--- src/rtl/alert_pkg.sv ---
// Shared types and constants for the multi-channel alert pattern generator.
package alert_pkg;

    localparam logic [1:0] ENC_OFF   = 2'b00;
    localparam logic [1:0] ENC_SOLID = 2'b01;
    localparam logic [1:0] ENC_BLINK = 2'b10;
    localparam logic [1:0] ENC_BURST = 2'b11;

    typedef enum logic [1:0] {
        MODE_OFF   = ENC_OFF,
        MODE_SOLID = ENC_SOLID,
        MODE_BLINK = ENC_BLINK,
        MODE_BURST = ENC_BURST
    } alert_mode_t;

    typedef enum logic [1:0] {
        ST_IDLE,
        ST_ON,
        ST_OFF,
        ST_GAP
    } alert_state_t;

    function automatic int cnt_width(int a, int b, int c);
        int m;
        m = a;
        if (b > m) m = b;
        if (c > m) m = c;
        return (m > 1) ? $clog2(m) : 1;
    endfunction

endpackage

--- src/rtl/alert_pattern_gen_if.sv ---
// Status-side bundle: global enable, packed per-channel modes, channel drives.
interface alert_pattern_gen_if #(
    parameter int NUM_CH = 4
);
    logic                  sys_active;
    logic [2*NUM_CH-1:0]   mode;
    logic [NUM_CH-1:0]     ledSpkr;

    modport master (
        output sys_active,
        output mode,
        input  ledSpkr
    );

    modport slave (
        input  sys_active,
        input  mode,
        output ledSpkr
    );
endinterface

--- src/rtl/alert_channel.sv ---
// One alert channel: pattern FSM, phase/pulse counters and registered mode.
module alert_channel
    import alert_pkg::*;
#(
    parameter int BLINK_CYC = 10_000_000,
    parameter int PULSE_CYC = 2_500_000,
    parameter int GAP_CYC   = 20_000_000,
    parameter int BURST_LEN = 3
) (
    input  logic        clk,
    input  logic        rst_n,
    input  logic        active_i,
    input  alert_mode_t mode_i,
    output logic        led_o
);

    localparam int CW = cnt_width(BLINK_CYC, PULSE_CYC, GAP_CYC);
    localparam int PW = $clog2(BURST_LEN + 1);

    localparam logic [CW-1:0] BLINK_LAST = CW'(BLINK_CYC - 1);
    localparam logic [CW-1:0] PULSE_LAST = CW'(PULSE_CYC - 1);
    localparam logic [CW-1:0] GAP_LAST   = CW'(GAP_CYC - 1);
    localparam logic [PW-1:0] PULSE_FIN  = PW'(BURST_LEN - 1);

    alert_state_t  state_q, state_d;
    alert_mode_t   mode_q;
    logic [CW-1:0] cnt_q, cnt_d;
    logic [PW-1:0] pcnt_q, pcnt_d;
    logic          led_q;

    always_ff @(posedge clk or negedge rst_n) begin
        if (!rst_n) begin
            state_q <= ST_IDLE;
            mode_q  <= MODE_OFF;
            cnt_q   <= '0;
            pcnt_q  <= '0;
            led_q   <= 1'b0;
        end else begin
            state_q <= state_d;
            mode_q  <= mode_i;
            cnt_q   <= cnt_d;
            pcnt_q  <= pcnt_d;
            led_q   <= (state_d == ST_ON);
        end
    end

    always_comb begin
        state_d = state_q;
        cnt_d   = cnt_q;
        pcnt_d  = pcnt_q;
        // Deactivation or a mode change parks the channel for one cycle.
        if (!active_i || (mode_i != mode_q)) begin
            state_d = ST_IDLE;
            cnt_d   = '0;
            pcnt_d  = '0;
        end else begin
            unique case (state_q)
                ST_IDLE: begin
                    if (mode_q != MODE_OFF) begin
                        state_d = ST_ON;
                        cnt_d   = '0;
                        pcnt_d  = '0;
                    end
                end
                ST_ON: begin
                    unique case (mode_q)
                        MODE_SOLID: cnt_d = '0;
                        MODE_BLINK: begin
                            if (cnt_q == BLINK_LAST) begin
                                state_d = ST_OFF;
                                cnt_d   = '0;
                            end else begin
                                cnt_d = cnt_q + 1'b1;
                            end
                        end
                        MODE_BURST: begin
                            if (cnt_q == PULSE_LAST) begin
                                cnt_d = '0;
                                if (pcnt_q == PULSE_FIN) begin
                                    state_d = ST_GAP;
                                end else begin
                                    state_d = ST_OFF;
                                    pcnt_d  = pcnt_q + 1'b1;
                                end
                            end else begin
                                cnt_d = cnt_q + 1'b1;
                            end
                        end
                        default: begin
                            state_d = ST_IDLE;
                            cnt_d   = '0;
                            pcnt_d  = '0;
                        end
                    endcase
                end
                ST_OFF: begin
                    if ((mode_q == MODE_BLINK && cnt_q == BLINK_LAST) ||
                        (mode_q == MODE_BURST && cnt_q == PULSE_LAST)) begin
                        state_d = ST_ON;
                        cnt_d   = '0;
                    end else if (mode_q == MODE_BLINK ||
                                 mode_q == MODE_BURST) begin
                        cnt_d = cnt_q + 1'b1;
                    end else begin
                        state_d = ST_IDLE;
                        cnt_d   = '0;
                        pcnt_d  = '0;
                    end
                end
                ST_GAP: begin
                    if (cnt_q == GAP_LAST) begin
                        state_d = ST_ON;
                        cnt_d   = '0;
                        pcnt_d  = '0;
                    end else begin
                        cnt_d = cnt_q + 1'b1;
                    end
                end
                default: begin
                    state_d = ST_IDLE;
                    cnt_d   = '0;
                    pcnt_d  = '0;
                end
            endcase
        end
    end

    assign led_o = led_q;

endmodule

--- src/rtl/alert_pattern_gen.sv ---
// Multi-channel LED/speaker alert generator top.
// Define ALERT_SYNC_EN to pass sys_active through a 2-flop synchronizer.
module alert_pattern_gen
    import alert_pkg::*;
#(
    parameter int NUM_CH    = 4,
    parameter int BLINK_CYC = 10_000_000,
    parameter int PULSE_CYC = 2_500_000,
    parameter int GAP_CYC   = 20_000_000,
    parameter int BURST_LEN = 3
) (
    input  logic               clk,
    input  logic               rst_n,
    alert_pattern_gen_if.slave bus
);

    logic              active;
    logic [NUM_CH-1:0] led;

`ifdef ALERT_SYNC_EN
    logic [1:0] sync_q;

    always_ff @(posedge clk or negedge rst_n) begin
        if (!rst_n) sync_q <= 2'b00;
        else        sync_q <= {sync_q[0], bus.sys_active};
    end

    assign active = sync_q[1];
`else
    assign active = bus.sys_active;
`endif

    for (genvar i = 0; i < NUM_CH; i++) begin : g_ch
        alert_channel #(
            .BLINK_CYC (BLINK_CYC),
            .PULSE_CYC (PULSE_CYC),
            .GAP_CYC   (GAP_CYC),
            .BURST_LEN (BURST_LEN)
        ) u_ch (
            .clk      (clk),
            .rst_n    (rst_n),
            .active_i (active),
            .mode_i   (alert_mode_t'(bus.mode[2*i +: 2])),
            .led_o    (led[i])
        );
    end

    assign bus.ledSpkr = led;

endmodule

--- src/flat_wrapper.sv ---
// flat-port wrapper written by rule: the top's interface ports become plain ports
module alert_pattern_gen_flat import alert_pkg::*;
#(
    parameter int NUM_CH    = 4,
    parameter int BLINK_CYC = 10_000_000,
    parameter int PULSE_CYC = 2_500_000,
    parameter int GAP_CYC   = 20_000_000,
    parameter int BURST_LEN = 3
)
  (clk, rst_n, bus_sys_active, bus_mode, bus_ledSpkr);
  alert_pattern_gen_if #(.NUM_CH(NUM_CH)) bus_i ();
  input  logic clk;
  input  logic rst_n;
  input wire logic [$bits(bus_i.sys_active)-1:0] bus_sys_active;
  input wire logic [$bits(bus_i.mode)-1:0] bus_mode;
  output wire logic [$bits(bus_i.ledSpkr)-1:0] bus_ledSpkr;
  assign bus_i.sys_active = bus_sys_active;
  assign bus_i.mode = bus_mode;
  assign bus_ledSpkr = bus_i.ledSpkr;
  alert_pattern_gen #(.NUM_CH(NUM_CH), .BLINK_CYC(BLINK_CYC), .PULSE_CYC(PULSE_CYC), .GAP_CYC(GAP_CYC), .BURST_LEN(BURST_LEN)) u_core (.clk(clk), .rst_n(rst_n), .bus(bus_i));
endmodule
--- config.mk ---
export PLATFORM = sky130hd
export DESIGN_NAME = alert_pattern_gen_flat
export DESIGN_NICKNAME = d
export VERILOG_FILES = /design/src/rtl/alert_pkg.sv /design/src/rtl/alert_pattern_gen_if.sv /design/src/rtl/alert_channel.sv /design/src/rtl/alert_pattern_gen.sv /design/src/flat_wrapper.sv
export SDC_FILE = /design/constraint.sdc
export NUM_CORES = 1
export LEC_CHECK = 0
export BUFFER_PORTS_ARGS = -buffer_cell sky130_fd_sc_hd__buf_4
export CELL_PAD_IN_SITES_DETAIL_PLACEMENT = 0
export CELL_PAD_IN_SITES_GLOBAL_PLACEMENT = 1
export CORE_AREA = 2 2 171 131
export CTS_BUF_LIST = sky130_fd_sc_hd__clkbuf_4 sky130_fd_sc_hd__clkbuf_8
export DETAILED_ROUTE_END_ITERATION = 6
export DIE_AREA = 0 0 173 133
export GPL_ROUTABILITY_DRIVEN = 0
export PLACE_DENSITY = 0.89
export SLEW_MARGIN = 30
export SYNTH_ARGS = -nofsm -noshare
export SYNTH_HDL_FRONTEND = slang
export SYNTH_HIERARCHICAL = 1
export SYNTH_SLANG_ARGS = --single-unit
--- constraint.sdc ---
create_clock -name clk -period 2.21 [get_ports clk]
set_input_delay 0.1105 -clock clk [delete_from_list [all_inputs] [get_ports clk]]
set_output_delay 0.1105 -clock clk [all_outputs]
set_load 0.02 [all_outputs]
==> results of run 1 <==
==> cells in the mapped netlist, types with 4 or more instances <==
cell,number,area [µm²]
o211ai_1,36,270.3
xor2_1,4,35.03
nor4_4,5,106.4
nand4_1,34,212.7
mux2i_1,5,50.05
a21oi_1,14,70.07
nor3_1,27,135.1
o2111ai_1,17,148.9
clkbuf_1,25,93.84
dfrtp_1,128,3203
nor4_1,4,25.02
and4_1,19,166.4
nand2_1,216,810.8
ha_1,28,350.3
o221ai_1,36,315.3
nor4b_4,5,118.9
nand3_1,57,285.3
nor4b_2,7,105.1
nand3b_1,4,30.03
o211ai_2,12,150.1
and4bb_2,5,62.56
or2_2,10,62.56
o31ai_1,11,82.58
o21ai_0,34,170.2
o21ai_2,4,35.03
buf_6,9,101.4
o21ai_1,4,20.02
o221ai_2,14,210.2
nor4b_1,5,43.79
and2_1,43,269.0
nor2_1,97,364.1
buf_2,15,75.07
xnor2_1,14,122.6
nand2b_1,7,43.79
nor2b_1,16,100.1
and3_1,17,106.4
buf_4,4,30.03
o21a_1,7,52.55
inv_1,31,116.4
==> layout make-up <==
| cell class | count | area, µm² | share of cell area, % |
|---|---|---|---|
| Sequential cell | 128 | 3209 | 25.53 |
| Clock buffer | 17 | 234.0 | 1.861 |
| Tap cell | 294 | 367.9 | 2.926 |
| Clock inverter | 15 | 207.7 | 1.652 |
| Multi-Input combinational cell | 888 | 6467 | 51.45 |
| Inverter | 31 | 116.4 | 0.9257 |
| Timing Repair Buffer | 237 | 1968 | 15.66 |
==> power groups by stage <==
stage          sequential (mW)  clock [mW]  combinational [mW]
2_1_floorplan             2.42           0               0.170
3_3_place_gp              2.42           0               0.335
3_5_place_dp              2.42           0               0.339
4_1_cts                   2.37        2.38               0.361
5_1_grt                   2.38        2.48               0.443
6_report                  2.38        2.33               0.406
==> routing by layer <==
layer	vias to the layer above	wire length (µm)	GRT usage, %
met3	31	1673	3.851
met4	0	335	5.414
met5	-	0	0
met2	335	12290	34.38
met1	4520	13100	34.78
li1	4473	-	-
==> cells in the final DEF, fill, tap and decap left out, types with 8 or more instances in the layout <==
master / count
a21oi_1: 11
and2_1: 42
and3_1: 16
and4_1: 16
buf_4: 206
buf_6: 13
clkbuf_8: 17
dfrtp_1: 123
dlygate4sd3_1: 9
ha_1: 26
inv_1: 31
nand2_1: 216
nand3_1: 56
nand4_1: 34
nor2_1: 94
nor2b_1: 16
nor3_1: 24
nor4b_4: 9
o211ai_1: 36
o211ai_2: 13
o21ai_0: 28
o21ai_1: 8
o221ai_1: 10
o221ai_2: 35
or2_2: 10
xnor2_1: 14
==> worst max path at each step <==
stage                                  start                       endpoint  slack, ps  cells past startpoint
2_1_floorplan   u_core/g_ch[2].u_ch/cnt_q[0]   u_core/g_ch[2].u_ch/cnt_q[5]         80                      9
3_3_place_gp    u_core/g_ch[2].u_ch/cnt_q[0]  u_core/g_ch[2].u_ch/cnt_q[16]       -380                      8
3_5_place_dp    u_core/g_ch[2].u_ch/cnt_q[0]   u_core/g_ch[2].u_ch/cnt_q[5]       -240                      9
4_1_cts        u_core/g_ch[2].u_ch/cnt_q[23]   u_core/g_ch[2].u_ch/cnt_q[9]          1                      9
5_1_grt        u_core/g_ch[2].u_ch/cnt_q[15]   u_core/g_ch[2].u_ch/cnt_q[9]       -120                      9
6_report       u_core/g_ch[2].u_ch/cnt_q[15]  u_core/g_ch[2].u_ch/cnt_q[17]        -50                      9
==> cell families after synthesis <==
group	Yosys count	share of synthesized area [%]
muxes	5	0.5265
AOI/OAI and AO/OA	223	20.34
DFF	128	33.70
xor gates and xnor gates	18	1.659
and+or+nand+nor	613	35.46
buffers and inverters	87	4.633
adders and majority gates	28	3.686
==> state kept, by name, indices dropped and copies added, names as in the netlist <==
name                      count
u_core/g_ch.u_ch/led_o        4
u_core/g_ch.u_ch/state_q      8
u_core/g_ch.u_ch/cnt_q      100
u_core/g_ch.u_ch/pcnt_q       8
u_core/g_ch.u_ch/mode_q       8
==> repair_timing <==
action | CTS | global route
hold buffers | 9 | 0
buffers inserted | 16 | 16
endpoints found under the hold margin | 66 | 0
endpoints found under the setup margin | 78 | 105
resized for setup | 13 | 109
cloned | 0 | 5
pin swaps | 10 | 97
==> through the flow <==
stage	TNS [ps]	instance area [µm²]	total power [mW]	utilization [%]	hold slack (ps)
floorplan	0	9505	2.593	-	-185.1
global placement	-8456	11100	2.756	51.56	152.6
detailed placement	-4788	11110	2.760	51.62	159.8
CTS	0	11810	5.118	54.85	98.59
global route	-3755	12570	5.297	58.41	102.9
finish	-545.4	12570	5.112	58.41	126.4
==> critical path, cell delays in order (launching register included) <==
cell,delay [ps]
dfrtp_1,420
nor4b_4,340
buf_4,170
nand4b_1,160
o311ai_4,360
o211ai_4,140
buf_12,160
buf_4,140
o2111ai_2,160
nand3_1,90
==> metrics.cfg, run 1 <==
[outcome]
outcome=complete, but fails checks
violations=setup timing

[timing]
period_needed_ps=2265
layout_setup_ws_ps=-54.67
hold_viol_final=0
slew_headroom_pct=52.15
slew_violations=0
fmax_mhz=441.6
tightestPinTransition_ps=715.5
clock_skew_ps=14.41
period_share_pct=102.5
rsz0062_at_grt=yes
finalSetupViolCount=20

[yosys]
syn_area_um2=9505
synth_edf_count=0
yosys_warnings=6
ys_types=84
synthCells=1102
syn_area_per_cell_um2=8.626
synthArstFlopShare_pct=100.0
synth_nets=1141
seq_area_frac_synth_pct=33.70
synth-seq-cells=128
yosys_most_used_dff=dfrtp_1

[layout]
fin_nets=1342
drive_gt1_share_pct=32.67
fillCellCount=1757
final_cell_count_no_fill=1610
syn_to_final_growth_pct=32.25
insertedDiodeCount=0

[power]
powerDensity_nw_per_um2=406.6
peakVddDrop_mv=0.3021
p_int_mw=3.756
clkPwrFrac_pct=45.6
sw_frac_of_total_pct=26.52
combPwrFrac_pct=7.9
leakagePower_nw=5.475
pwr-share-seq_pct=46.5
p_sw_mw=1.356

[die]
start_util_pct=44.16
die_h_um=133
floorplan.core_area_um2=21520
die_x_um=173
die_area_um2=23010
fp-row-count=47
io_pins=15

[place]
place_ws_ps=-236.5
dpl.hpwl_um=18280
port_buffers=14
dp.cells=1537

[worst_setup_path]
startpoint_type=register
end_kind=register
worst-path-max-fanout=6
rrSetupSlack_ps=-50
crit_arrival_ps=2600
reg2reg_from=u_core/g_ch[2].u_ch/cnt_q[15]
crit_type=register to register
worstPathRequired_ps=2550
r2r_end=u_core/g_ch[2].u_ch/cnt_q[17]
r2r_cells=9

[route]
drc=0
wl_um=27400
ant_nets=0
wire_per_inst_um=17.02
via_per_inst=5.813
first_iter_violations=917
dr.pass1.iters=6
vias=9359

[clocking]
numCtsBuffers=17
cts_max_level=4
clk_pin_slew_ps=80
cts_buffer_depth=2
clkSinkCount=128
cts_tree=built
clkLatencyLatePin_ps=460
clockRootBuffer=clkbuf_8

[grt]
grt_pass1_vias=8782
grt_max_degree=63
antenna_found_initial=0
grt_pass1_wl_um=44010
overflow=0
groute.usage.overall_pct=23.07

[min_path]
worstHoldEndpoint=u_core/g_ch[1].u_ch/pcnt_q[0]
hp-start=bus_sys_active
hp-class=input port to register
min_path_cells=4

[run]
max_cap_viol_count=0

No activity file was read; power rests on OpenSTA's default activity.
==> run 2, diff against run 1 <==
- CORE_AREA: 2 2 171 131 -> 2 2 169 130
- DIE_AREA: 0 0 173 133 -> 0 0 171 132
- PLACE_DENSITY: 0.89 -> 0.9
==> run 2 against run 1 <==
Against the previous run:
- the flow still finishes with violations (setup timing)
- non-clock buffer count shrank 19
- power shrank 9.4%
- critical path type unchanged
- routed wire length shrank 2.6%
- combinational power shrank 1%
- final cell count shrank 1.8%
- hold slack lost 7.1 ps
- clock-buffer cell count grew 6
- register-to-register slack gained 20 ps
- core utilization grew 0.78 points
- sequential share of layout area grew 0.50 points
- critical endpoint is now u_core/g_ch[1].u_ch/cnt_q[23]
==> metrics.cfg, run 2 (synthesized netlist as in run 1, its figures left out) <==
[layout]
multiInputGateArea_um2=6400
fin_nets=1322
regArea_um2=3209
largest_register_ff_count=100
finalCoreUtilization_pct=59.18
largest-register=u_core/g_ch.u_ch/cnt_q
insertedDiodeCount=0
fillCellCount=1745
drive_gt1_share_pct=31.09
final_cell_mix=216 x nand2_1, 186 x buf_4, 123 x dfrtp_1, 94 x nor2_1, 55 x nand3_1
syn_to_final_growth_pct=29.72
final_cell_count_no_fill=1581
fin_area_um2=12330
layout_commonest_cell=nand2_1

[die]
start_util_pct=45.62
floorplan.core_area_um2=20840
fp-row-count=46
die_x_um=171
die_area_um2=22570
io_pins=15
die_h_um=132

[worst_setup_path]
max_stage_delay_ps=410
crit_start=u_core/g_ch[1].u_ch/cnt_q[1]
rrSetupSlack_ps=-30
critPathBufInv=1
crit_chain=ha_2 > and4_4 > nand3_4 > o311ai_4 > o221ai_4 > buf_12 > o2111ai_2 > o211ai_1
crit_arrival_ps=2550
end_kind=register
slowest_stage=o311ai_4
startpoint_type=register
worstPathRequired_ps=2520
crit_type=register to register
worst-path-max-fanout=6
reg2reg_from=u_core/g_ch[1].u_ch/cnt_q[1]
cp_top_family=compound AO/OA/AOI/OAI gates

[timing]
slew_headroom_pct=58.22
period_needed_ps=2240
clock_skew_ps=11.08
hold_viol_final=0
layout_setup_ws_ps=-29.98
finalSetupViolCount=2
setup-tns-final_ps=-33.67
period_share_pct=101.4
whs_ps=119.3
fmax_mhz=446.4
rsz0062_at_grt=yes
tightestPinTransition_ps=626.7
slew_violations=0

[clocking]
cts_buffer_depth=2
clk_pin_slew_ps=80
clkLatencyLatePin_ps=450
clkSinkCount=128
cts_max_level=4
cts_tree=built
clockRootBuffer=clkbuf_8
numCtsBuffers=17

[power]
total_power_mw=4.632
peakVddDrop_mv=0.3306
p_sw_mw=1.222
leakagePower_nw=5.337
sw_frac_of_total_pct=26.39
powerDensity_nw_per_um2=375.7
p_int_mw=3.410
combPwrFrac_pct=8.7
clkPwrFrac_pct=40.0
pwr-share-seq_pct=51.4

[outcome]
violations=setup timing
outcome=complete, but fails checks

[route]
drc=0
first_iter_violations=801
wire_per_inst_um=16.87
wl_um=26680
via_per_inst=5.893
ant_nets=0
vias=9317
dr.pass1.iters=5

[place]
dp.cells=1514
dpl.hpwl_um=17890
dpl_cell_area_um2=11020
port_buffers=14
place_ws_ps=-223.4

[run]
max_cap_viol_count=0

[grt]
antenna_found_initial=0
grt_pass1_vias=8505
grt_max_degree=64
grt_pass1_wl_um=42370
overflow=0
groute.usage.overall_pct=22.80

[min_path]
hp-class=input port to register
hp-start=bus_sys_active

run 2: cell types whose count changed in the layout (fill, tap and decap cells not counted), sizes merged:
cell	change
buf	-21
bufinv	-4
clkbuf	+8
clkinv	-2
clkinvlp	+1
inv	-4
o211ai	-1
run 2: metal layers:
metal | track usage, % | share of wire [%]
met5 | 0 | 0
met4 | 5.603 | 1.2
met3 | 4.053 | 5.9
met2 | 33.83 | 45
met1 | 34.22 | 48
run 2: layout make-up:
class | count | area share (%)
tap | 288 | 2.922
sequential | 128 | 26.03
multi-input combinational | 887 | 51.90
clock buffer | 23 | 2.466
inverter | 31 | 0.9437
clock inverter | 6 | 0.2841
timing repair buffer | 218 | 15.45
run 2: worst paths after layout:
path	endpoint	cells past startpoint
min in group asynchronous	u_core/g_ch[1].u_ch/cnt_q[4]	2
hold reg to reg	u_core/g_ch[2].u_ch/pcnt_q[1]	2
setup reg to reg	u_core/g_ch[1].u_ch/cnt_q[23]	8
max in group asynchronous	u_core/g_ch[3].u_ch/cnt_q[23]	3
setup / recovery	u_core/g_ch[1].u_ch/cnt_q[23]	8
hold / removal	u_core/g_ch[0].u_ch/pcnt_q[0]	4
run 2: power by group through the flow:
stage                     Combinational, mW  Sequential (mW)  Clock (mW)
after CTS                             0.363             2.38        1.89
final                                 0.402             2.38        1.85
after global placement                0.345             2.42           0
after detailed placement              0.348             2.42           0
after floorplan                       0.170             2.42           0
after global routing                  0.441             2.38        2.00
run 2: timing repair:
action / 4_1_cts / 5_1_grt
endpoints found under the setup margin: 71 / 111
buffers inserted: 7 / 19
cloned: 0 / 4
endpoints found under the hold margin: 67 / 0
gates resized for setup: 5 / 103
pin swaps: 4 / 67
hold buffers: 9 / 0
run 2: worst register-to-register path, cell delays in order, from the launching register on:
cell and delay (ps):
dfrtp_1 360, ha_2 200, and4_4 260, nand3_4 100, o311ai_4 410, o221ai_4 260, buf_12 210, o2111ai_2 190
o211ai_1 120
==> run 3, diff against run 2 <==
- PLACE_DENSITY: 0.9 -> default
- PLACE_DENSITY_LB_ADDON: default -> 0.1
==> run 3 against run 2 <==
Against the previous run:
- the flow still finishes with violations (setup timing)
- critical endpoint is now u_core/g_ch[3].u_ch/cnt_q[7]
- critical path type unchanged
- largest cell class unchanged
- non-clock buffer count grew 40
- clock skew grew 3.4 ps
- combinational power grew 4%
==> metrics.cfg, run 3 (synthesized netlist as in run 1, its figures left out) <==
[worst_setup_path]
crit_chain=buf_6 > nor4_4 > buf_4 > nand4_1 > o211ai_2 > o211ai_4 > clkbuf_16 > o2111ai_2 > nand3_1
worst-path-max-fanout=9
r2r_end=u_core/g_ch[3].u_ch/cnt_q[7]
slowest_stage=dfrtp_1
crit_arrival_ps=2610
crit_type=register to register
r2r_cells=9
reg2reg_from=u_core/g_ch[3].u_ch/cnt_q[23]
critPathBufInv=3
cp_top_family=compound AO/OA/AOI/OAI gates
startpoint_type=register
rrSetupSlack_ps=-60
worstPathRequired_ps=2550
end_kind=register
max_stage_delay_ps=410

[power]
leakagePower_nw=5.575
powerDensity_nw_per_um2=389.1
peakVddDrop_mv=0.3156

[route]
vias=9240
wl_um=27410
dr.pass1.iters=5
drc=0
ant_nets=0
first_iter_violations=750
wire_per_inst_um=16.87
via_per_inst=5.686

[timing]
layout_setup_ws_ps=-64.09
tightestPinTransition_ps=575.2
period_share_pct=102.9
rsz0062_at_grt=yes
setup-tns-final_ps=-267.1
slew_violations=0
hold_viol_final=0
fmax_mhz=439.7
clock_skew_ps=14.50
finalSetupViolCount=14
period_needed_ps=2274
slew_headroom_pct=61.66
whs_ps=124.0

[grt]
antenna_found_initial=1
grt_pass1_vias=8582
grt_pass1_wl_um=44130
grt_max_degree=57
overflow=0
groute.usage.overall_pct=24.12

[run]
max_cap_viol_count=0

[layout]
largest-register=u_core/g_ch.u_ch/cnt_q
final_cell_mix=222 x buf_4, 216 x nand2_1, 127 x dfrtp_1, 95 x nor2_1, 55 x nand3_1
drive_gt1_share_pct=32.69
multiInputGateArea_um2=6404
syn_to_final_growth_pct=33.49
fillCellCount=1805
insertedDiodeCount=0
largest_register_ff_count=100
layout_commonest_cell=buf_4
fin_nets=1363
final_cell_count_no_fill=1625
finalCoreUtilization_pct=60.90
regArea_um2=3204

[die]
die_h_um=132
io_pins=15
start_util_pct=45.62
fp-row-count=46
die_area_um2=22570
die_x_um=171
floorplan.core_area_um2=20840

[clocking]
cts_buffer_depth=2
clkLatencyLatePin_ps=470
cts_max_level=4
clk_pin_slew_ps=90
clockRootBuffer=clkbuf_8
clkSinkCount=128
numCtsBuffers=17
cts_tree=built

[place]
dp.cells=1551
port_buffers=14
place_ws_ps=-385.7
dpl.hpwl_um=18250

[outcome]
outcome=complete, but fails checks
violations=setup timing

[min_path]
hp-start=bus_sys_active
min_path_cells=4
hp-class=input port to register
worstHoldEndpoint=u_core/g_ch[1].u_ch/pcnt_q[0]

## run 3: cell count changes in the layout (fill, tap and decap cells not counted), sizes merged
cell / delta
o211ai: +1
buf: +40
clkbuf: -1
clkinvlp: +2
bufinv: +2
## run 3: worst max-delay path by stage
stage	to	cells past startpoint	from
finish	u_core/g_ch[3].u_ch/cnt_q[7]	9	u_core/g_ch[3].u_ch/cnt_q[23]
global route	u_core/g_ch[1].u_ch/pcnt_q[0]	7	u_core/g_ch[1].u_ch/cnt_q[8]
CTS	u_core/g_ch[3].u_ch/cnt_q[14]	10	u_core/g_ch[3].u_ch/cnt_q[0]
detailed placement	u_core/g_ch[2].u_ch/cnt_q[23]	8	u_core/g_ch[2].u_ch/cnt_q[0]
global placement	u_core/g_ch[3].u_ch/cnt_q[12]	8	u_core/g_ch[3].u_ch/cnt_q[0]
floorplan	u_core/g_ch[2].u_ch/cnt_q[5]	9	u_core/g_ch[2].u_ch/cnt_q[0]
## run 3: worst min-delay path: cells and delay by family
family	cells	cell delay [ps]
buffers and inverters	2	310
and+or+nand+nor	1	110
AOI/OAI and AO/OA	1	30
## run 3: what timing repair did
action	4_1_cts	5_1_grt
hold buffers	9	0
pin swaps	13	80
cloned	1	5
hold endpoints to repair	62	0
resized for setup	16	91
endpoints found under the setup margin	52	108
setup buffers	18	11
## run 3: report_power, final
group          internal, mW  switching [mW]  leakage, nW  total, mW
Combinational         0.168           0.250         3.61      0.418
Clock                  1.11            1.04        0.197       2.15
Sequential             2.36          0.0167         1.77       2.37
## run 3: through the flow
| step | power (mW) | cell area (µm²) |
|---|---|---|
| floorplan | 2.593 | 9505 |
| global placement | 2.776 | 11270 |
| detailed placement | 2.775 | 11290 |
| CTS | 4.952 | 12020 |
| global route | 5.128 | 12690 |
| finish | 4.938 | 12690 |
## run 3: layout make-up
cell class                 instances  share of cell area (%)
inverter                          31                  0.9171
timing repair buffer             258                   17.37
tap                              288                   2.840
clock buffer                      22                   2.288
clock inverter                    10                  0.8678
sequential                       128                   25.25
multi-input combinational        888                   50.47
## run 3: layer usage
| metal | track usage (%) | share of wire (%) | vias up |
|---|---|---|---|
| li1 | - | - | 4535 |
| met1 | 37.59 | 52 | 4474 |
| met2 | 34.54 | 43 | 215 |
| met3 | 3.993 | 4.1 | 16 |
| met4 | 5.508 | 0.70 | 0 |
| met5 | 0 | 0 | - |
